[src/rtl/alu_mul_addsub_pipe.sv]
// Three-stage multiply-then-add/subtract butterfly lane: out_sum = in1 + in2*in3, out_diff = in1 - in2*in3.
// Define ALU_SAT_EN to saturate out-of-range results and raise ovf; otherwise results wrap and ovf stays 0.
module alu_mul_addsub_pipe #(
  parameter int complexnum_bit = 24,
  parameter int fp_bit         = 22
) (
  input  logic                      clk,
  input  logic                      rst_n,
  input  logic                      in_valid,
  output logic                      in_ready,
  input  logic [complexnum_bit-1:0] in1,
  input  logic [complexnum_bit-1:0] in2,
  input  logic [complexnum_bit:0]   in3,
  output logic                      out_valid,
  input  logic                      out_ready,
  output logic [complexnum_bit-1:0] out_sum,
  output logic [complexnum_bit-1:0] out_diff,
  output logic                      ovf
);

  localparam int cb = complexnum_bit;
  localparam int pw = 2 * complexnum_bit + 1;

  // Sum/diff are formed one bit wider; a disagreement between the top two bits means overflow.
  function automatic logic range_ovf(input logic [cb:0] v);
    return v[cb] ^ v[cb-1];
  endfunction

  function automatic logic [cb-1:0] reduce(input logic [cb:0] v);
    logic [cb-1:0] r;
`ifdef ALU_SAT_EN
    if (range_ovf(v)) begin
      r = v[cb] ? {1'b1, {(cb-1){1'b0}}} : {1'b0, {(cb-1){1'b1}}};
    end else begin
      r = v[cb-1:0];
    end
`else
    r = v[cb-1:0];
`endif
    return r;
  endfunction

  logic          s1_valid_r;
  logic [cb-1:0] s1_in1_r;
  logic [cb-1:0] s1_in2_r;
  logic [cb:0]   s1_in3_r;
  logic          s2_valid_r;
  logic [cb-1:0] s2_in1_r;
  logic [cb-1:0] s2_p_r;

  logic          stall_s;
  logic [pw-1:0] prod_s;
  logic [cb-1:0] p_s;
  logic [cb:0]   sum_ext_s;
  logic [cb:0]   diff_ext_s;
  logic          ovf_s;

  // Whole pipe freezes while a finished result waits for the consumer.
  assign stall_s  = out_valid & ~out_ready;
  assign in_ready = ~stall_s;

  // Stage-2 product with truncation back to the operand fixed-point format.
  always_comb begin
    prod_s = $signed({{(pw-cb){s1_in2_r[cb-1]}}, s1_in2_r}) *
             $signed({{(pw-cb-1){s1_in3_r[cb]}}, s1_in3_r});
    p_s    = prod_s[fp_bit+cb-1:fp_bit];
  end

  // Stage-3 widened add/subtract and overflow flag (only for a valid result).
  always_comb begin
    sum_ext_s  = {s2_in1_r[cb-1], s2_in1_r} + {s2_p_r[cb-1], s2_p_r};
    diff_ext_s = {s2_in1_r[cb-1], s2_in1_r} - {s2_p_r[cb-1], s2_p_r};
`ifdef ALU_SAT_EN
    ovf_s = s2_valid_r & (range_ovf(sum_ext_s) | range_ovf(diff_ext_s));
`else
    ovf_s = 1'b0;
`endif
  end

  // Pipeline registers: all three stages advance together unless stalled.
  always_ff @(posedge clk or negedge rst_n) begin
    if (!rst_n) begin
      s1_valid_r <= 1'b0;
      s1_in1_r   <= {cb{1'b0}};
      s1_in2_r   <= {cb{1'b0}};
      s1_in3_r   <= {(cb+1){1'b0}};
      s2_valid_r <= 1'b0;
      s2_in1_r   <= {cb{1'b0}};
      s2_p_r     <= {cb{1'b0}};
      out_valid  <= 1'b0;
      out_sum    <= {cb{1'b0}};
      out_diff   <= {cb{1'b0}};
      ovf        <= 1'b0;
    end else if (!stall_s) begin
      s1_valid_r <= in_valid;
      s1_in1_r   <= in1;
      s1_in2_r   <= in2;
      s1_in3_r   <= in3;
      s2_valid_r <= s1_valid_r;
      s2_in1_r   <= s1_in1_r;
      s2_p_r     <= p_s;
      out_valid  <= s2_valid_r;
      out_sum    <= reduce(sum_ext_s);
      out_diff   <= reduce(diff_ext_s);
      ovf        <= ovf_s;
    end
  end

endmodule

[config.mk]
export PLATFORM = sky130hd
export DESIGN_NAME = alu_mul_addsub_pipe
export DESIGN_NICKNAME = d
export VERILOG_FILES = /design/src/rtl/alu_mul_addsub_pipe.sv
export SDC_FILE = /design/constraint.sdc
export NUM_CORES = 2
export LEC_CHECK = 0
export ABC_AREA = 1
export BUFFER_PORTS_ARGS = -buffer_cell sky130_fd_sc_hd__buf_2
export CAP_MARGIN = 20
export CORE_MARGIN = 2
export CORE_UTILIZATION = 65
export DETAILED_ROUTE_END_ITERATION = 10
export HOLD_SLACK_MARGIN = 0.08
export PLACE_DENSITY = 0.89
export REMOVE_ABC_BUFFERS = 1
export SLEW_MARGIN = 20
export SYNTH_ARGS = -nofsm -noshare
export SYNTH_HDL_FRONTEND = slang
export SYNTH_SLANG_ARGS = --single-unit
[constraint.sdc]
create_clock -name clk -period 8.9 [get_ports clk]
set_input_delay 1.78 -clock clk [delete_from_list [all_inputs] [get_ports clk]]
set_output_delay 1.78 -clock clk [all_outputs]
set_load 0.005 [all_outputs]
==> results.sh <==
export IMPL_final_antenna_net_count=0
export IMPL_num_vias=26400
export IMPL_syn2layout_area_growth_pct=5.129
export IMPL_grt_pass1_wl_mm=144.1
export IMPL_post_route_period_util=0.8294
export IMPL_maxCapViolCount=0
export IMPL_setup_viol=0
export IMPL_ys_types=50
export IMPL_maxSlewViolCount=0
export IMPL_cts_max_path_buffers=2
export IMPL_period_needed_ns=7.382
export IMPL_n_antenna_cell=0
export IMPL_avgViaCountPerCell=5.614
export IMPL_fin_nets=4926
export IMPL_clkTransAtPathRegs_ns=0.09
export IMPL_clock_latency_ns=0.51
export IMPL_cts_resized_gates=0
export IMPL_cts_setup_buffers=0
export IMPL_syn_area_sq_mm=0.03132
export IMPL_hold_violations=0
export IMPL_wire_per_inst_um=18.71
export IMPL_place_gp_congestion=0.9684
export IMPL_clock_fmax_mhz=135.5
export IMPL_fin_skew_ns=0.02044
export IMPL_tritoncts="built"
export IMPL_relSlewSlack=0.1799
export IMPL_synth_flop_cell="dfrtp_1"
export IMPL_yosys_warnings=0
export IMPL_grt_start_max_net_pins=100
export IMPL_hold_buffers=0
export IMPL_routed_wl_mm=87.99
export IMPL_dp_worst_setup_slack_ns=1.572
export IMPL_setup_ws_ns=1.518
export IMPL_synth_seq_cells=171
export IMPL_firstDrtPassIters=6
export IMPL_remaining_drc_errors=0
export IMPL_tightest_slew_ns=1.230
export IMPL_hpwl_mm=71.57
export IMPL_crit_path_start_kind="register"
export IMPL_track_usage=0.3729
export IMPL_cts_sinks=171
export IMPL_syn_inst=4077
export IMPL_num_rows=80
export IMPL_die_area_sq_mm=0.04996
export IMPL_cts_buffers=17
export IMPL_htreeDepth=4
export IMPL_drive_above_1_share=0.05995
export IMPL_dr_first_iter_drc_count=2627
export IMPL_synthArstFlopShare=1.000
export IMPL_core_area_sq_mm=0.04765
export IMPL_grt_pass1_vias=28350
export IMPL_status="completed"
export IMPL_root_buffer="clkbuf_16"
export IMPL_ios=128
export IMPL_grt_ovfl_total=0
export IMPL_yosysSeqAreaShare=0.1366
export IMPL_dieHeight_um=223.5
export IMPL_rsz0062_at_grt="false"
export IMPL_initial_core_util=0.6574
export IMPL_synth_edf_count=0
export IMPL_worstHoldPathType="reg2reg"
export IMPL_critPathMaxFanout=25
export IMPL_syn_area_per_cell_sq_um=7.683
export IMPL_path_class="reg2reg"
export IMPL_cp_required_ns=9.26
export IMPL_cp_data_arrival_time_ns=7.74
export IMPL_r2r_slack_ns=1.52
export IMPL_antenna_found_initial=2
export IMPL_end_kind="register"
export IMPL_die_w_um=223.5
export IMPL_numPortBuffers=126
[worst paths after layout]
| kind | to | depth (start not counted) | startpoint |
|---|---|---|---|
| min in group asynchronous | out_sum[5] | 1 | rst_n |
| hold reg to reg | out_valid | 2 | s2_valid_r |
| setup reg to reg | s2_p_r[21] | 27 | s1_in2_r[0] |
| setup / recovery | s2_p_r[21] | 27 | s1_in2_r[0] |
| max in group asynchronous | s1_in3_r[4] | 3 | rst_n |
| hold / removal | out_valid | 2 | s2_valid_r |
[critical path: stages, from the launching register on]
cell	delay, ns
dfrtp_1	0.72
nand2_1	0.24
inv_1	0.12
fa_1	0.69
inv_1	0.13
fa_1	0.83
inv_1	0.12
fa_1	0.68
inv_1	0.21
fa_1	0.52
inv_1	0.06
fa_1	0.53
inv_1	0.05
fa_1	0.48
inv_1	0.05
fa_1	0.43
ha_1	0.36
nand2_1	0.11
nor2_1	0.14
inv_1	0.06
nor2_1	0.14
nand2_1	0.09
inv_1	0.06
nand4_1	0.13
nand3_1	0.12
nand2_1	0.05
nand3_1	0.06
o21ai_1	0.07
[cells in the mapped netlist, types with 9 or more instances]
cell type,n,area (sq um)
a21o_1,9,67.56
nor2_1,192,720.7
nand3_1,114,570.6
clkbuf_1,146,548.0
xor2_1,15,131.4
a31oi_1,26,162.7
buf_4,10,75.07
buf_2,24,120.1
a21oi_1,79,395.4
dfrtp_1,171,4279
o21ai_1,16,80.08
nor3_1,17,85.08
o21bai_1,15,112.6
nand4_1,29,181.4
fa_1,601,12030
inv_1,1078,4046
ha_1,174,2177
buf_1,9,33.78
o21ai_0,120,600.6
nand2_1,1156,4339
[stage by stage]
step	TNS, ns	cells	area [sq um]	hold WS, ns	util
after floorplan	-332.50	3887	30540	0.4198	-
after global placement	0	4668	32260	0.4342	0.6770
after detailed placement	0	4668	32260	0.4342	0.6770
after CTS	0	4700	32880	0.4815	0.6901
after global routing	0	4702	32930	0.4885	0.6912
final	0	4702	32930	0.4779	0.6912
[area by class of cell]
type                    instances  area [sq um]
multi-input cells            2632         22190
inverters                    1084          4075
repair buffers                168         987.2
flip-flops and latches        171          4282
clock inverters                15         197.7
clock buffers                  17         425.4
well taps                     615         769.5
fillers                      3630         14720
[logic make-up (layout without fill, tap and decap cells)]
family	count (synthesis)	in the layout	share of synthesized area
other cells	1	1	0.0001197
flops	171	171	0.1366
buf+inv	1274	1284	0.1551
compound gates	285	285	0.05089
xor+xnor	20	20	0.005592
simple gates	1551	1551	0.1981
fa+ha+maj	775	775	0.4536
[layer usage]
metal | global-route usage | wire length [um] | vias to the layer above
met1 | 0.4813 | 33400 | 12940
met2 | 0.6107 | 41770 | 1403
met5 | 0 | 27 | -
li1 | - | - | 11690
met4 | 0.1981 | 5002 | 4
met3 | 0.06085 | 7793 | 363
[cells in the final DEF, fill, tap and decap left out, drive strengths merged, types with 18 or more instances in the layout]
master and n:
nand2 1164, inv 1091, fa 601, nor2 201, ha 174, dfrtp 171, buf 167, o21ai 137
nand3 115, a21oi 83, nand4 29, a31oi 26, nor3 20, clkbuf 18
[registers in the layout (all words and copies together) (netlist names)]
register	cells
out_diff	23
out_sum	24
out_valid	1
s1_in1_r	24
s1_in2_r	24
s1_in3_r	25
s1_valid_r	1
s2_in1_r	24
s2_p_r	24
s2_valid_r	1
Power is left out: the tool's default activity adds up to more than one toggle a clock period on the data nets, which glitch-free logic cannot reach.
